==> src/rtl/sdram_fifo_pkg.sv <==
// Shared constants and types for the SDRAM-side read FIFO.
// Depth, RAM read latency and output buffer size live here.
package sdram_fifo_pkg;

  localparam int FIFO_AW    = 8;
  localparam int FIFO_DEPTH = 256;
  localparam int RAM_RD_LAT = 2;
  localparam int OB_DEPTH   = 4;
  localparam int OCC_W      = 9;
  localparam int LEVEL_W    = 10;
  localparam int DATA_W     = 32;
  localparam int OB_AW      = 2;
  localparam int OB_CW      = 3;

  typedef logic [DATA_W-1:0]  word_t;
  typedef logic [FIFO_AW-1:0] ptr_t;

endpackage

==> src/rtl/sdram_fifo_outbuf.sv <==
// Small register FIFO that holds words returned from the RAM.
// Push and pop may coincide; clear empties it synchronously.
module sdram_fifo_outbuf
  import sdram_fifo_pkg::*;
(
  input  logic             clock,
  input  logic             reset,
  input  logic             clear,
  input  logic             push,
  input  word_t            push_data,
  input  logic             pop,
  output word_t            head,
  output logic [OB_CW-1:0] count
);

  word_t             mem_q [OB_DEPTH];
  logic [OB_AW-1:0]  hd_q;
  logic [OB_AW-1:0]  tl_q;
  logic [OB_CW-1:0]  cnt_q;

  // Ring storage with head/tail pointers and an occupancy count.
  always_ff @(posedge clock or posedge reset) begin
    if (reset) begin
      for (int i = 0; i < OB_DEPTH; i++) mem_q[i] <= '0;
      hd_q  <= '0;
      tl_q  <= '0;
      cnt_q <= '0;
    end else if (clear) begin
      hd_q  <= '0;
      tl_q  <= '0;
      cnt_q <= '0;
    end else begin
      if (push) begin
        mem_q[tl_q] <= push_data;
        tl_q        <= tl_q + 1'b1;
      end
      if (pop) hd_q <= hd_q + 1'b1;
      cnt_q <= cnt_q + OB_CW'(push) - OB_CW'(pop);
    end
  end

  assign head  = mem_q[hd_q];
  assign count = cnt_q;

endmodule

==> src/rtl/sdram_rdfifo_ctrl.sv <==
// Pointer, credit and prefetch control for a 256x32 RAM-backed FIFO.
// Reads are issued early so the output buffer streams one word per clock.
module sdram_rdfifo_ctrl
  import sdram_fifo_pkg::*;
(
  input  logic               clock,
  input  logic               reset,
  input  logic               flush,
  input  logic               wr_valid,
  output logic               wr_ready,
  input  logic [31:0]        wr_data,
  output logic               rd_valid,
  input  logic               rd_ready,
  output logic [31:0]        rd_data,
  output logic [LEVEL_W-1:0] level,
  output logic               ram_wren_a,
  output logic [7:0]         ram_address_a,
  output logic [31:0]        ram_data_a,
  output logic               ram_wren_b,
  output logic [7:0]         ram_address_b,
  input  logic [31:0]        ram_q_b
);

  ptr_t                  wptr_q, wptr_d;
  ptr_t                  rptr_q, rptr_d;
  logic [OCC_W-1:0]      occ_q, occ_d;
  logic [RAM_RD_LAT-1:0] iss_q, iss_d;

  logic [1:0]       inflight;
  logic [OB_CW-1:0] ob_cnt;
  logic             wr_acc;
  logic             rd_issue;
  logic             credit_ok;
  logic             ob_pop;

  assign inflight  = 2'($countones(iss_q));
  assign credit_ok = ({1'b0, inflight} + ob_cnt) < OB_CW'(OB_DEPTH);
  assign wr_ready  = (occ_q != OCC_W'(FIFO_DEPTH)) && !flush;
  assign wr_acc    = wr_valid && wr_ready && !reset;
  assign rd_issue  = !flush && (occ_q != '0) && credit_ok;
  assign rd_valid  = ob_cnt != '0;
  assign ob_pop    = rd_valid && rd_ready;

  assign ram_wren_a    = wr_acc;
  assign ram_address_a = wptr_q;
  assign ram_data_a    = wr_data;
  assign ram_wren_b    = 1'b0;
  assign ram_address_b = rptr_q;

  assign level = LEVEL_W'(occ_q) + LEVEL_W'(inflight)
               + LEVEL_W'(ob_cnt);

  // Next-state for pointers, unissued count and the issue pipeline.
  always_comb begin
    wptr_d = wptr_q + FIFO_AW'(wr_acc);
    rptr_d = rptr_q + FIFO_AW'(rd_issue);
    occ_d  = occ_q + OCC_W'(wr_acc) - OCC_W'(rd_issue);
    iss_d  = {iss_q[RAM_RD_LAT-2:0], rd_issue};
    if (flush) begin
      wptr_d = '0;
      rptr_d = '0;
      occ_d  = '0;
      iss_d  = '0;
    end
  end

  // Control state registers.
  always_ff @(posedge clock or posedge reset) begin
    if (reset) begin
      wptr_q <= '0;
      rptr_q <= '0;
      occ_q  <= '0;
      iss_q  <= '0;
    end else begin
      wptr_q <= wptr_d;
      rptr_q <= rptr_d;
      occ_q  <= occ_d;
      iss_q  <= iss_d;
    end
  end

  sdram_fifo_outbuf u_outbuf (
    .clock     (clock),
    .reset     (reset),
    .clear     (flush),
    .push      (iss_q[RAM_RD_LAT-1]),
    .push_data (ram_q_b),
    .pop       (ob_pop),
    .head      (rd_data),
    .count     (ob_cnt)
  );

endmodule
==> config.mk <==
export PLATFORM = sky130hd
export DESIGN_NAME = sdram_rdfifo_ctrl
export DESIGN_NICKNAME = d
export VERILOG_FILES = /design/src/rtl/sdram_fifo_pkg.sv /design/src/rtl/sdram_fifo_outbuf.sv /design/src/rtl/sdram_rdfifo_ctrl.sv
export SDC_FILE = /design/constraint.sdc
export NUM_CORES = 1
export LEC_CHECK = 0
export BUFFER_PORTS_ARGS = -buffer_cell sky130_fd_sc_hd__buf_4
export CAP_MARGIN = 20
export CORE_MARGIN = 2
export CORE_UTILIZATION = 50
export DETAILED_ROUTE_END_ITERATION = 8
export GPL_TIMING_DRIVEN = 0
export PLACE_DENSITY = 0.72
export RECOVER_POWER = 100
export SKIP_LAST_GASP = 1
export SYNTH_ARGS = -nofsm -noshare
export SYNTH_HDL_FRONTEND = slang
export SYNTH_SLANG_ARGS = --single-unit
==> constraint.sdc <==
create_clock -name clock -period 14.4 [get_ports clock]
set_input_delay 2.88 -clock clock [delete_from_list [all_inputs] [get_ports clock]]
set_output_delay 2.88 -clock clock [all_outputs]
set_load 0.03 [all_outputs]
## Word-level counts from Yosys, hierarchy flattened

Index checks and enable logic that the tools add are counted.

- Add/sub/neg operators: 12
- Order comparisons: 4
- Eq/ne operators: 1
- Muxes and demuxes: 15
- Bitwise gates (word level): 3
- Reduce and logical (&&, ||, !) cells: 14

Operators by type and width:

| operator | count |
|---|---|
| $bwmux 128 | 1 |
| $mux 32 | 3 |
| $bmux 32 s2 | 1 |
| $demux 32 s2 | 1 |
| $add 8x1->8 | 2 |
| $mux 8 | 2 |
| $add 10x3->10 | 1 |
| $add 9x2->10 | 1 |
| $mux 2 | 5 |
| $add 9x1->9 | 1 |
| $mux 9 | 1 |
| $ne 9x9->1 const B | 1 |
| $reduce_bool 9->1 | 1 |
| $sub 9x1->9 | 1 |
| $logic_and 1x1->1 | 7 |
| $ge 3x3->1 const B | 2 |
| $not 2->3 | 2 |
| $add 2x1->2 const B | 2 |
| $reduce_bool 2->1 | 2 |
| $add 2x3->3 | 1 |
| $add 3x1->3 | 1 |
| $lt 3x1->1 const B | 1 |
| $lt 3x3->1 const B | 1 |
| $mux 3 | 1 |
| 6 further kinds | 7 |

- Register bits after elaboration: 162
- Input port bits: 69
- Output and inout port bits: 94
- Word-level logic and storage cells: 60

## Depth between registers and ports, before layout

Gate-level depths: netlist (run 1).

- Word-level depth: 7
- Mapped depth: 13
- Gate-level depth less buffers: 13

## Modules after synthesis

A second synthesis (run 1) with hierarchy kept.

- Cells, all modules: 574
- Area, all modules: 8524.4 um^2

Modules (own cells, without submodules):

| module | instances | cells each | area each (um^2) | seq. area each (um^2) |
|---|---|---|---|---|
| sdram_fifo_outbuf | 1 | 347 | 6379.9 | 3378.2 |
| sdram_rdfifo_ctrl | 1 | 227 | 2144.6 | 675.6 |

## Worst setup path before layout (run 1)

Ideal clock, no wire load.

- Path type: input -> output
- Start point: in reset
- End point: out ram_wren_a
- Data arrival time: 6.986 ns
- Slack: 4.534 ns
- Stages: 2
- Path buffers: 0
- Path through: inv_1 and3_1

- Word-level cells in the longest chain between the ends: 2

Ends and longest elaborated chain:

| item | RTL line | source |
|---|---|---|
| start: declaration | sdram_rdfifo_ctrl.sv:7 | `input logic reset,` |
| $logic_not 1->1 (no line) | n/a |  |
| $logic_and 1x1->1 | sdram_rdfifo_ctrl.sv:39 | `assign wr_acc = wr_valid && wr_ready && !reset;` |
| end: declaration | sdram_rdfifo_ctrl.sv:16 | `output logic ram_wren_a,` |

Every way passes these cells.

## Worst setup path after layout (run 1)

Same ends and word-level chain as after synthesis.

==> run summary, run 1 <==
CTS saw 162 sinks. Once detailed placement completed, the half-perimeter wirelength came to 11,700 microns. The critical path is of the in2out type.

Routability-driven placement finished with a final weighted congestion of 0.808. Buffers placed on the I/O ports in this run total 129. In this run, the combinational gates consume 43.2% of the power.

The tightest min-delay check is of the reg2reg type. Number of antenna violations at the first check in global routing: 0. The total power density per cell area is 205 nW/um^2, and the placed instance area is 9300 sq um.

TritonCTS built the clock tree. The run gives 17 as the number of buffers inserted during clock tree synthesis. The worst-skew pair later-pin latency is 420 ps. The endpoint identified for the worst register-to-register timing path is occ_q[6]. The area added between synthesis and finish is 18.0%, and the count of unresolved DRC violations after routing is 0.

The logs give 4 for the first-pass iteration count of the detailed router and 9480 sq um for the area of all placed cells without fillers. The Yosys warning count is 0. The required time at the worst-slack endpoint was 11,520 ps; the total routing resource utilization after global routing was 19.6%.

In this run the worst path has a maximum fanout of 66. The final count of pins violating max slew is 166. The floorplan step defined a die boundary enclosing 17,100 sq um.

In this run, the clock network consumes 22.3% of the power. The count of standard-cell rows was 46. The clock root buffer was sky130_fd_sc_hd__clkbuf_16.

STA classifies the critical path startpoint as an input port. In the global route stage, met2 resource usage came out at 32.8%. The maximum clock path buffer count is 2. The highest-utilization routing layer at the global route stage is met2. The run finished, with violations left. For the number of hold violations in the final report, the log shows 0. The clock transition time at the flip-flop clock pins of the worst setup and hold paths was 50 ps; the proportion of total power due to net switching was 37.9%. The worst pin sits at a relative slew slack of -241%. The slew at the pin with the worst max-slew slack is 5110 ps.

The tools report the number of top-level pins as 163. In this run the static leakage power is 4.47 nW. The logs give 0 for the post-CTS setup repair buffer count and 5,199 for the number of global-route vias before repair.

STA classifies the critical path endpoint as a primary output. The sum of overflow across all layers after global routing is 0, and the final critical-path required period is 9360 ps. The tools report the global-route wire length before repair as 25,600 microns. Setup repair after global routing left no endpoint under its margin.

Global routing used 25.0% of the available met1 tracks. After clock tree synthesis, the repair step resized 0 gates. The synthesis-stage register bit count was 162; the final wirelength was 16,400 microns.

Number of nets in the final layout: 832. The hold-fix buffer count after cts was 0; the maximum clock skew at final layout was 9.84 ps. The logs give 6480 ps for the signal arrival time at the worst endpoint and 577 for the gate count of the mapped netlist. The post-synthesis sequential area ratio came out at 50.5%.

The share of final-layout standard cells stronger than drive strength 1 was 36.2%. The mean instance size in the synthesized netlist was 13.9 sq um; the average wire per standard cell was 17.2 microns. The final route contains 5,064 vias.

Across the VDD grid, the largest voltage drop is 0.000138 V. The run gives 0.00121 W as the cell internal power dissipation. After detailed routing, the number of vias per cell comes to 5.31. The worst flop-to-flop path startpoint is iss_q[1]. The logs give 15,800 sq um for the floorplan core area and 0.107 GHz for the fmax. The worst register-to-register path has a setup slack of 10,750 ps. The met3 track demand over resource in global routing came out at 4.60%.

After filler insertion, the fill cell instance count of the layout stands at 1,326. Across the run, the number of max-cap violations was 2. After routing, the total negative slack on setup checks comes to 0 ps.

In this run the remaining antenna-violating nets after routing total 0. Entering global routing, the biggest net connects 99 pins. Destination of the worst hold path: u_outbuf.mem_q[28]. Origin of the worst min-delay path: u_outbuf.mem_q[28]. The mapped netlist covers 8030 sq um. Summed over all nets, the switching power comes to 0.000738 W.

For the starting density of the core, the log shows 50.9%. The share of total power in sequential cells is 34.5%. The clock tree synthesis step divided the H-tree into 4 levels. The checks that failed: max-capacitance violations, max-slew violations. The share of the clock period used by the worst path is 65.0%, and the unique cell type count in the Yosys netlist is 42.

The first-iteration detailed-routing DRC count was 233. The depth of the worst hold-timing path works out to 1. When the netlist entered floorplanning its net count stood at 683. Setup violations remaining at the end of the flow were counted as 0. The die height is 131 microns, and the number of antenna repair diodes is 0.

The floorplan step set the die width to 131 microns. The number of cells on the worst reg-to-reg path is 13.
==> synth_stat cells <==
cell type,instances,share of area (%)
sky130_fd_sc_hd__or3_1,2,0.16
sky130_fd_sc_hd__or3_2,1,0.094
sky130_fd_sc_hd__o211ai_1,3,0.28
sky130_fd_sc_hd__fa_1,4,1.0
sky130_fd_sc_hd__clkbuf_1,6,0.28
sky130_fd_sc_hd__or2_0,1,0.078
sky130_fd_sc_hd__dfrtp_1,162,50
sky130_fd_sc_hd__or4_1,2,0.19
sky130_fd_sc_hd__xnor2_1,16,1.7
sky130_fd_sc_hd__a32oi_1,1,0.11
sky130_fd_sc_hd__a21o_1,2,0.19
sky130_fd_sc_hd__or2b_1,1,0.094
sky130_fd_sc_hd__buf_2,17,1.1
sky130_fd_sc_hd__nor3b_1,1,0.094
sky130_fd_sc_hd__nand2b_1,1,0.078
sky130_fd_sc_hd__buf_6,2,0.28
sky130_fd_sc_hd__buf_4,33,3.1
sky130_fd_sc_hd__inv_1,25,1.2
sky130_fd_sc_hd__mux2i_1,1,0.12
sky130_fd_sc_hd__nor2_1,28,1.3
sky130_fd_sc_hd__nor2b_1,14,1.1
sky130_fd_sc_hd__o31a_1,2,0.22
sky130_fd_sc_hd__o22ai_1,1,0.078
sky130_fd_sc_hd__nand3_1,9,0.56
sky130_fd_sc_hd__nand2_1,7,0.33
sky130_fd_sc_hd__conb_1,1,0.047
sky130_fd_sc_hd__a211oi_1,1,0.094
sky130_fd_sc_hd__o31ai_1,2,0.19
sky130_fd_sc_hd__mux2_2,130,18
sky130_fd_sc_hd__nor4_1,1,0.078
sky130_fd_sc_hd__and3_4,1,0.14
sky130_fd_sc_hd__mux4_2,32,9.0
sky130_fd_sc_hd__xor2_1,12,1.3
sky130_fd_sc_hd__nor3_1,5,0.31
sky130_fd_sc_hd__ha_1,33,5.1
sky130_fd_sc_hd__a211o_1,1,0.11
sky130_fd_sc_hd__a31oi_1,2,0.16
sky130_fd_sc_hd__a41o_1,1,0.12
sky130_fd_sc_hd__and3_1,5,0.39
sky130_fd_sc_hd__o21ai_0,1,0.062
sky130_fd_sc_hd__nand4_1,2,0.16
sky130_fd_sc_hd__a21oi_1,5,0.31
==> cells by family (layout without fill, tap and decap cells) <==
logic type | Yosys count | after routing | synth area share [%]
simple gates | 81 | 81 | 5.14
buf+inv | 83 | 244 | 5.87
fa+ha+maj | 37 | 37 | 6.14
other cells | 1 | 1 | 0.0467
flops | 162 | 162 | 50.5
xor+xnor | 28 | 28 | 3.05
compound gates | 22 | 22 | 1.92
mux | 163 | 163 | 27.3
==> cell usage in the layout (no fill, tap or decap), types with 2 or more instances in the layout <==
cell type                      n
sky130_fd_sc_hd__mux4_2       32
sky130_fd_sc_hd__a21oi_1       5
sky130_fd_sc_hd__clkinvlp_4    2
sky130_fd_sc_hd__o211ai_1      3
sky130_fd_sc_hd__or4_1         2
sky130_fd_sc_hd__o31ai_1       2
sky130_fd_sc_hd__fa_1          4
sky130_fd_sc_hd__xnor2_1      16
sky130_fd_sc_hd__clkbuf_4      2
sky130_fd_sc_hd__nand2_1       7
sky130_fd_sc_hd__nor2_1       28
sky130_fd_sc_hd__nor2b_1      14
sky130_fd_sc_hd__clkinv_4      2
sky130_fd_sc_hd__buf_4        70
sky130_fd_sc_hd__nor3_1        5
sky130_fd_sc_hd__and3_1        6
sky130_fd_sc_hd__clkbuf_16    17
sky130_fd_sc_hd__ha_1         33
sky130_fd_sc_hd__clkinv_2      3
sky130_fd_sc_hd__clkbuf_8      5
sky130_fd_sc_hd__or3_1         2
sky130_fd_sc_hd__clkbuf_1    115
sky130_fd_sc_hd__a31oi_1       2
sky130_fd_sc_hd__nand4_1       2
sky130_fd_sc_hd__mux2_2      129
sky130_fd_sc_hd__a21o_1        2
sky130_fd_sc_hd__xor2_1       12
sky130_fd_sc_hd__nand3_1       9
sky130_fd_sc_hd__inv_1        24
sky130_fd_sc_hd__o31a_1        2
sky130_fd_sc_hd__dfrtp_1     162
==> through the flow <==
step                hold WS (ps)  util, %  std cells  setup WS [ps]  total power [W]
finish                       499     60.1        954           5040          0.00195
global route                 512     60.1        954           3900          0.00206
CTS                          502     62.6        954           7460          0.00205
detailed placement           489     59.0        923           7460          0.00161
global placement             481     58.8        922           3160          0.00157
floorplan                    474        -        577           4530          0.00133
==> power by group through the flow <==
stage | registers [W] | logic [W] | clock network, W
global route | 0.000689 | 0.000913 | 0.000462
global placement | 0.000668 | 0.000905 | 0
detailed placement | 0.000680 | 0.000932 | 0
CTS | 0.000673 | 0.000937 | 0.000441
floorplan | 0.000655 | 0.000675 | 0
finish | 0.000672 | 0.000841 | 0.000434
==> critical path: stages <==
cell and delay, ps:
sky130_fd_sc_hd__clkbuf_4 100, sky130_fd_sc_hd__clkinvlp_2 2090, sky130_fd_sc_hd__and3_1 1110, sky130_fd_sc_hd__clkbuf_1 250
==> how the worst max path moves through the flow <==
| stage | end | from |
|---|---|---|
| 3_3_place_gp | ram_wren_a | reset |
| 6_report | ram_wren_a | reset |
| 3_5_place_dp | ram_wren_a | reset |
| 2_1_floorplan | ram_wren_a | reset |
| 4_1_cts | ram_wren_a | reset |
| 5_1_grt | u_outbuf.mem_q[125] | reset |
==> flip-flops by register name (all words and copies together) (netlist names) <==
signal          flops
u_outbuf.mem_q    128
occ_q               9
ram_address_a       8
ram_address_b       8
u_outbuf.count      3
iss_q               2
u_outbuf.hd_q       2
u_outbuf.tl_q       2
==> layer usage <==
layer / share of wire (%) / up-vias
met2: 50 / 136
li1: - / 2313
met4: 1.5 / 0
met1: 43 / 2598
met3: 4.8 / 17
met5: 0 / -
==> layout make-up <==
type | count | area (sq um) | share of cell area, %
Tap cell | 216 | 270 | 2.85
Sequential cell | 162 | 4050 | 42.8
Buffer | 58 | 350 | 3.70
Clock buffer | 23 | 498 | 5.25
Clock inverter | 8 | 77.6 | 0.818
Timing Repair Buffer | 130 | 634 | 6.69
Multi-Input combinational cell | 332 | 3500 | 36.9
Inverter | 25 | 95.1 | 1.00
(Power assumes the default switching activity.)
==> run 2: changes to the inputs <==
--- a/config.mk
+++ b/config.mk
@@ -11,7 +11,7 @@
 export CORE_UTILIZATION = 50
 export DETAILED_ROUTE_END_ITERATION = 8
 export GPL_TIMING_DRIVEN = 0
-export PLACE_DENSITY = 0.72
+export PLACE_DENSITY = 0.75
 export RECOVER_POWER = 100
 export SKIP_LAST_GASP = 1
 export SYNTH_ARGS = -nofsm -noshare
==> constraint.sdc (replaced) <==
create_clock -name clock -period 7.8 [get_ports clock]
set_input_delay 1.56 -clock clock [delete_from_list [all_inputs] [get_ports clock]]
set_output_delay 1.56 -clock clock [all_outputs]
set_load 0.03 [all_outputs]
==> run 2 against run 1 <==
Against the previous run: the run now ends clean; clock power rose by 78%; sequential power increased by 85%; clock skew down 2.5 ps; non-clock buffer count did not move; combinational power is 85% higher; cell area is essentially flat; global-route usage rose by 0.62 points; first-iteration DRC count decreased by 30%; register-to-register slack got worse by 6600 ps; worst setup slack got worse by 1900 ps; die area unchanged; critical path type is now reg2out.
==> run summary, run 2 (synthesis results as in run 1) <==
The average via count per standard cell was 5.26 (-0.87%). The fraction of power consumed by the clock network came out at 21.6% (-0.7 points). The cell sitting at the root of the clock tree is a sky130_fd_sc_hd__clkbuf_16.

The number of antenna repair diodes is 0 (unchanged), and the total power density per cell area is 377 nW/um^2 (+83%). The total leakage power is 4.48 nW (about the same), and the count of cell instances traversed by the critical path is 10 (+6). The average wire per standard cell is 17.4 microns (+1.1%). Setup repair after global routing left no endpoint under its margin. The critical path startpoint was iss_q[1]. TritonCTS built the clock tree. For the estimated wirelength of the detail-placed design, the log shows 11,800 microns (+1.0%).

Grouping stages by cell kind, the critical path spends the most delay in adder cells. The detailed-route via count is 5,025 (-0.77%). Required time at the worst-slack endpoint: 6240 ps (-5280 ps).

The tools report the first-pass iteration count of the detailed router as 4 (unchanged). The maximum clock path buffer count is 2 (unchanged), and the count of standard-cell rows is 46 (unchanged). The signal on the critical path passes through ha_1 > xor2_1 > ha_1 > ha_1 > inv_1 > fa_1 > nor2b_1 > o211ai_1 > xnor2_1 > clkbuf_1. The placed instance count is 923 (unchanged), and the share of the clock period used by the worst path is 59.3%. For the count of antenna-violating nets left after detailed routing, the log shows 0 (unchanged). The worst flop-to-flop path startpoint is iss_q[1]. The number of gates resized after CTS came out at 0 (unchanged).

The count of unresolved DRC violations after routing is 0 (unchanged), and the share of final-layout standard cells stronger than drive strength 1 is 36.0% (-0.18 points). The number of global-route vias before repair came out at 5,305 (+2.0%). The run finished with clean final reports. Number of hold violations in the final report: 0 (unchanged).

The critical path is of the reg2out type. Most common library cell in the layout ignoring fill and taps: sky130_fd_sc_hd__dfrtp_1. First-iteration detailed-routing DRC count: 164 (-30%).

The final wirelength was 16,600 microns (+1.2%). The maximum resistive drop on vdd is 0.000245 V (+77%). The run gives 0 (unchanged) as the post-CTS setup repair buffer count. For the reg2reg setup slack, the log shows 4110 ps (-6640 ps). The total negative slack came out at 0 ps (unchanged).

The top cell types in the final layout, fill and taps aside, are 162 x sky130_fd_sc_hd__dfrtp_1, 128 x sky130_fd_sc_hd__mux2_2, 116 x sky130_fd_sc_hd__clkbuf_1, 70 x sky130_fd_sc_hd__buf_4, 33 x sky130_fd_sc_hd__ha_1. The clock transition time at the flip-flop clock pins of the worst setup and hold paths is 60 ps (about the same). The register with the most flip-flops in the final layout is u_outbuf.mem_q. The die height is 131 microns (unchanged). The power share of the combinational group is 43.6% (+0.4 points). The tools report the floorplan core area as 15,800 sq um (unchanged). The kind of end point of the critical path was a primary output. Based on the critical path, the design can be clocked at up to 0.216 GHz. The smallest clock period supported by the final layout is computed as 4620 ps. The tools report the post-layout instance count excluding filler cells as 955 (+0.10%). The H-tree level count is 4 (unchanged), and the sum of overflow across all layers after global routing is 0 (unchanged).

The share of total power in sequential cells came out at 34.8% (+0.3 points). The run gives 0 (-2) as the max-capacitance violation count. The proportion of total power due to net switching was 38.4% (+0.46 points); the total routing resource utilization after global routing was 20.2% (+0.62 points). For the maximum clock skew at final layout, the log shows 7.30 ps (-2.53 ps).

For the starting density of the core, the log shows 50.9% (unchanged). The net switching power of the design was 0.00137 W (+86%). The number of flip-flops in the largest register was 128 (unchanged); the horizontal die dimension was 131 microns (unchanged).

The worst-skew pair later-pin latency is 420 ps (about the same). For the cell internal power dissipation, the log shows 0.00220 W (+82%). STA classifies the critical path startpoint as a flop. In the final layout, the registers with the most flip-flops are u_outbuf.mem_q: 128 flops, occ_q: 9 flops. The signal arrival time at the worst endpoint is 3060 ps (-3420 ps). The number of buffer and inverter instances along the worst setup path came out at 2 (-1). The slew at the pin with the worst max-slew slack works out to 916 ps (-4190 ps).

The hold-fix buffer count after cts was 0 (unchanged). The tightest min-delay check is of the reg2reg type. The critical path's largest stage delay is 460 ps (-1630 ps). The area added between synthesis and finish is 18.1% (about the same), and the number of antenna violations at the first check in global routing is 0 (unchanged). For the count of final setup violators, the log shows 0 (unchanged). The logs give 162 (unchanged) for the total clock sinks and 0 (-100%) for the final count of pins violating max slew. The die area came out at 17,100 sq um (unchanged). The cell with the largest stage delay on the worst path was sky130_fd_sc_hd__dfrtp_1. The global-route wire length before repair was 26,500 microns (+3.5%); the pin count of the biggest net entering global routing was 85 (-14%). The end of the worst register-to-register path was occ_q[6]. The number of buffers inserted during clock tree synthesis is 17 (unchanged). The depth of the most critical reg-to-reg path came out at 13 (unchanged).

The number of nets in the final layout came out at 832 (unchanged). The cell that appears most often on the critical path is sky130_fd_sc_hd__ha_1. The number of top-level pins is 163 (unchanged).

The count of port buffers added during placement is 129 (unchanged). The placer congestion estimate was 0.828 (+2.5%); the highest net fanout along the worst path was 6 (-91%). The tools report the relative max-transition margin as 39.0% (+280 points). In this run the worst setup path terminates at level[7].
==> run 2: worst min-delay path by stage <==
stage	from	to	slack, ps	cells after the start
5_1_grt	u_outbuf.mem_q[52]	u_outbuf.mem_q[52]	510	1
3_5_place_dp	u_outbuf.mem_q[52]	u_outbuf.mem_q[52]	490	1
2_1_floorplan	u_outbuf.mem_q[61]	u_outbuf.mem_q[61]	470	1
4_1_cts	u_outbuf.mem_q[52]	u_outbuf.mem_q[52]	500	1
6_report	u_outbuf.mem_q[57]	u_outbuf.mem_q[57]	500	1
3_3_place_gp	u_outbuf.mem_q[55]	u_outbuf.mem_q[55]	480	1
==> run 2: per-stage QoR <==
step | hold WS, ps | util (%) | power (W) | setup WS (ps) | instance area (sq um)
after floorplan | 474 | - | 0.00246 | 574 | 8030
after global placement | 481 | 58.8 | 0.00290 | -706 | 9270
after detailed placement | 489 | 59.0 | 0.00298 | 3180 | 9300
after CTS | 502 | 62.5 | 0.00376 | 3290 | 9850
after global routing | 508 | 60.1 | 0.00380 | 2970 | 9480
final | 502 | 60.1 | 0.00357 | 3180 | 9480
==> run 2: metal layers <==
layer  GRT usage [%]  up-vias  routed length (microns)
met3            4.89       29                      761
met2            35.2      120                     8500
li1                -     2305                        -
met4            6.51        0                      297
met5               0        -                        0
met1            25.0     2571                     7060
==> run 2: area by class of cell <==
cell class,instances,area [sq um]
Tap cell,216,270
Clock inverter,8,52.6
Timing Repair Buffer,130,654
Clock buffer,24,502
Fill cell,1348,6290
Multi-Input combinational cell,332,3500
Buffer,58,350
Sequential cell,162,4050
Inverter,25,98.8
==> run 2: power by group through the flow <==
| stage | logic (W) | registers, W | clock network [W] |
|---|---|---|---|
| final | 0.00156 | 0.00124 | 0.000772 |
| after floorplan | 0.00125 | 0.00121 | 0 |
| after CTS | 0.00173 | 0.00124 | 0.000786 |
| after global placement | 0.00167 | 0.00123 | 0 |
| after detailed placement | 0.00172 | 0.00125 | 0 |
| after global routing | 0.00170 | 0.00127 | 0.000828 |
==> run 2: worst register-to-register path, delay by kind of cell, from the launching register on <==
kind                       cells  cell delay, ps
adders and majority gates      4            1090
and+or+nand+nor                3            1090
AOI/OAI and AO/OA              3             640
DFF                            1             460
xor gates and xnor gates       2             280
buffers and inverters          1              40
==> run 3: changes to the inputs <==
==> constraint.sdc (replaced) <==
create_clock -name clock -period 4.1 [get_ports clock]
set_input_delay 0.82 -clock clock [delete_from_list [all_inputs] [get_ports clock]]
set_output_delay 0.82 -clock clock [all_outputs]
set_load 0.03 [all_outputs]
==> run 3 against run 2 <==
Against the previous run: the run now ends with max-capacitance violations, max-slew violations left; non-clock buffer count is 3 higher; die area stayed put; flip-flop and latch count stayed put; global-route usage is 0.053 points higher; clock-buffer cell count is 2 lower; worst setup slack worse by 2900 ps; hold slack worse by 1.1 ps; via count hardly changed; clock skew is 0.89 ps higher; total power is 93% higher; cell area is 0.63% higher; critical path type unchanged; largest cell class unchanged; largest power group unchanged.
==> run summary, run 3 (synthesis results as in run 1) <==
The number of antenna violations at the first check in global routing came out at 0 (unchanged). The detailed-route via count was 5,029 (+0.080%); the final critical-path required period was 3790 ps. The highest-utilization routing layer at the global route stage is met2.

Number of buffers inserted during clock tree synthesis: 17 (unchanged). For the placed instance count, the log shows 926 (+0.33%). The logs give 2 (unchanged) for the maximum clock path buffer count and 47 (-45%) for the pin count of the biggest net entering global routing.

The fmax was 0.264 GHz. In the layout the commonest cells are 162 x sky130_fd_sc_hd__dfrtp_1, 129 x sky130_fd_sc_hd__mux2_2, 112 x sky130_fd_sc_hd__clkbuf_1, 73 x sky130_fd_sc_hd__buf_4, 33 x sky130_fd_sc_hd__ha_1. The placer congestion estimate is 0.779 (-6.0%). The final reports fail on max-capacitance violations, max-slew violations.

The estimated wirelength of the detail-placed design is 11,900 microns (+1.3%), and the layout filler cell count is 1,341 (-0.52%). The sequential cell area was 4050 sq um (unchanged); the number of buffer and inverter instances along the worst setup path was 2 (unchanged). For the total routing resource utilization after global routing, the log shows 20.3% (+0.053 points). The logs give 0 (unchanged) for the number of gates resized after CTS and 0 (unchanged) for the number of antenna repair diodes.

The total negative slack came out at 0 ps (unchanged). The worst setup path is captured at a primary output. TritonCTS built the clock tree. The run gives 34.6% (-0.61 points) as the global-route met2 utilization. The first-iteration detailed-routing DRC count is 174 (+6.1%), and the final hold slack is 501 ps (-1.10 ps). The tools report the clock root buffer as sky130_fd_sc_hd__clkbuf_16. Traced cell by cell, the critical path runs through ha_1 > xor2_1 > ha_1 > ha_1 > inv_1 > fa_1 > nor2b_1 > o21ai_0 > xnor2_1 > clkbuf_2.

The area added between synthesis and finish works out to 18.8%. The largest registers in the layout are u_outbuf.mem_q: 128 flops, occ_q: 9 flops. The hold-fix buffer count after cts is 0 (unchanged), and the post-CTS setup repair buffer count is 0 (unchanged). Clock transition time at the flip-flop clock pins of the worst setup and hold paths: 60 ps (about the same). The sum of overflow across all layers after global routing was 0 (unchanged); the final count of pins violating max slew was 82 (+82). The worst min-delay path class is reg2reg. The maximum clock skew at final layout was 8.20 ps (+0.894 ps). The starting density of the core was 50.9% (unchanged). STA classifies the critical path startpoint as a flop. The global-route wire length before repair is 26,300 microns (-0.71%), and the total power density per cell area is 722 nW/um^2 (+92%). The count of final setup violators is 0 (unchanged), and the post-route core utilization is 60.5% (+0.38 points).

The count of unresolved DRC violations after routing was 0 (unchanged); the final wirelength was 16,600 microns (-0.28%). The worst flop-to-flop path startpoint is iss_q[1]. For the post-layout instance count excluding filler cells, the log shows 956 (+0.10%). Post-placement worst setup slack: 311 ps (-2870 ps).

The highest net fanout along the worst path is 6 (unchanged). Counting stages on the worst path, the most repeated cell is sky130_fd_sc_hd__ha_1. The number of nets in the final layout was 835 (+0.36%). The die height is 131 microns (unchanged).

The tools report the H-tree level count as 4 (unchanged). The most critical setup path has its startpoint at iss_q[1]. The die area came out at 17,100 sq um (unchanged). The average via count per standard cell came out at 5.26 (about the same).

The relative max-transition margin was -61.1% (-100 points); the count of standard-cell rows was 46 (unchanged). For the required time at the worst-slack endpoint, the log shows 3280 ps (-2960 ps). The register containing the most flip-flops in the final layout is u_outbuf.mem_q. The maximum resistive drop on vdd is 0.000589 V (+140%).

The slew at the pin with the worst max-slew slack is 2420 ps (+1500 ps). The worst setup path is of the reg2out kind. In the finished design, the share of the clock period the worst path needs comes to 92.3%.

The reg2reg setup slack was 620 ps (-3490 ps). The number of flip-flops in the largest register is 128 (unchanged). The critical path's largest stage delay was 470 ps (about the same). The cell with the largest stage delay on the worst path is sky130_fd_sc_hd__dfrtp_1.

The met1 demand-to-capacity share in global routing was 25.1% (+0.095 points). The most common library cell in the layout ignoring fill and taps was sky130_fd_sc_hd__dfrtp_1. The count of port buffers added during placement came out at 129 (unchanged). The cell family contributing the most delay on the critical path is adder cells. The horizontal die dimension was 131 microns (unchanged); the average wire per standard cell was 17.3 microns (-0.39%).

The number of global-route vias before repair was 5,330 (+0.47%). Final worst slack: 314 ps (-2860 ps). The run finished, with violations left. The run gives 163 (unchanged) as the number of top-level pins.

Floorplan core area: 15,800 sq um (unchanged). The count of antenna-violating nets left after detailed routing is 0 (unchanged), and the total clock sinks is 162 (unchanged). The share of final-layout standard cells stronger than drive strength 1 was 37.0% (+1.0 points). The origin of the worst min-delay path is u_outbuf.mem_q[98].

The tools report the worst-skew pair later-pin latency as 420 ps (about the same). The tools report the met3 track demand over resource in global routing as 5.13% (+0.24 points). For the total leakage power, the log shows 4.51 nW (+0.72%). The run gives 2970 ps (-90 ps) as the signal arrival time at the worst endpoint.

The run gives 0 (unchanged) as the number of hold violations in the final report. Setup repair after global routing left no endpoint under its margin. Max-capacitance violation count: 2 (+2). For the first-pass iteration count of the detailed router, the log shows 4 (unchanged). Area used by multi-input combinational logic: 3510 sq um (+0.21%).
## run 3: power breakdown
group          internal (W)  leakage, nW  switching, W
combinational       0.00128         2.09       0.00170
clock              0.000940        0.282      0.000614
sequential          0.00207         2.14      0.000290
total               0.00429         4.51       0.00260
## run 3: through the flow
step / power [W] / area, sq um
4_1_cts: 0.00725 / 9950
3_3_place_gp: 0.00553 / 9290
3_5_place_dp: 0.00567 / 9370
2_1_floorplan: 0.00469 / 8050
5_1_grt: 0.00733 / 9540
6_report: 0.00689 / 9540
## run 3: area by class of cell
class | instances | area share, %
flip-flops and latches | 162 | 42.5
multi-input cells | 332 | 36.7
repair buffers | 133 | 7.20
clock buffers | 22 | 4.97
plain buffers | 58 | 3.67
well taps | 216 | 2.83
clock inverters | 8 | 1.09
inverters | 25 | 0.997
## run 3: routing by layer
layer | vias up | wire length, microns
li1 | 2318 | -
met1 | 2566 | 6940
met2 | 121 | 8560
met3 | 24 | 804
met4 | 0 | 274
met5 | - | 0
## run 3: worst paths after layout
| path | to | cells after the start |
|---|---|---|
| min | u_outbuf.mem_q[98] | 1 |
| min reg2reg | u_outbuf.mem_q[98] | 1 |
| min in group asynchronous | u_outbuf.mem_q[7] | 2 |
| max in group asynchronous | u_outbuf.mem_q[49] | 3 |
| max | level[5] | 10 |
| max reg2reg | occ_q[6] | 13 |
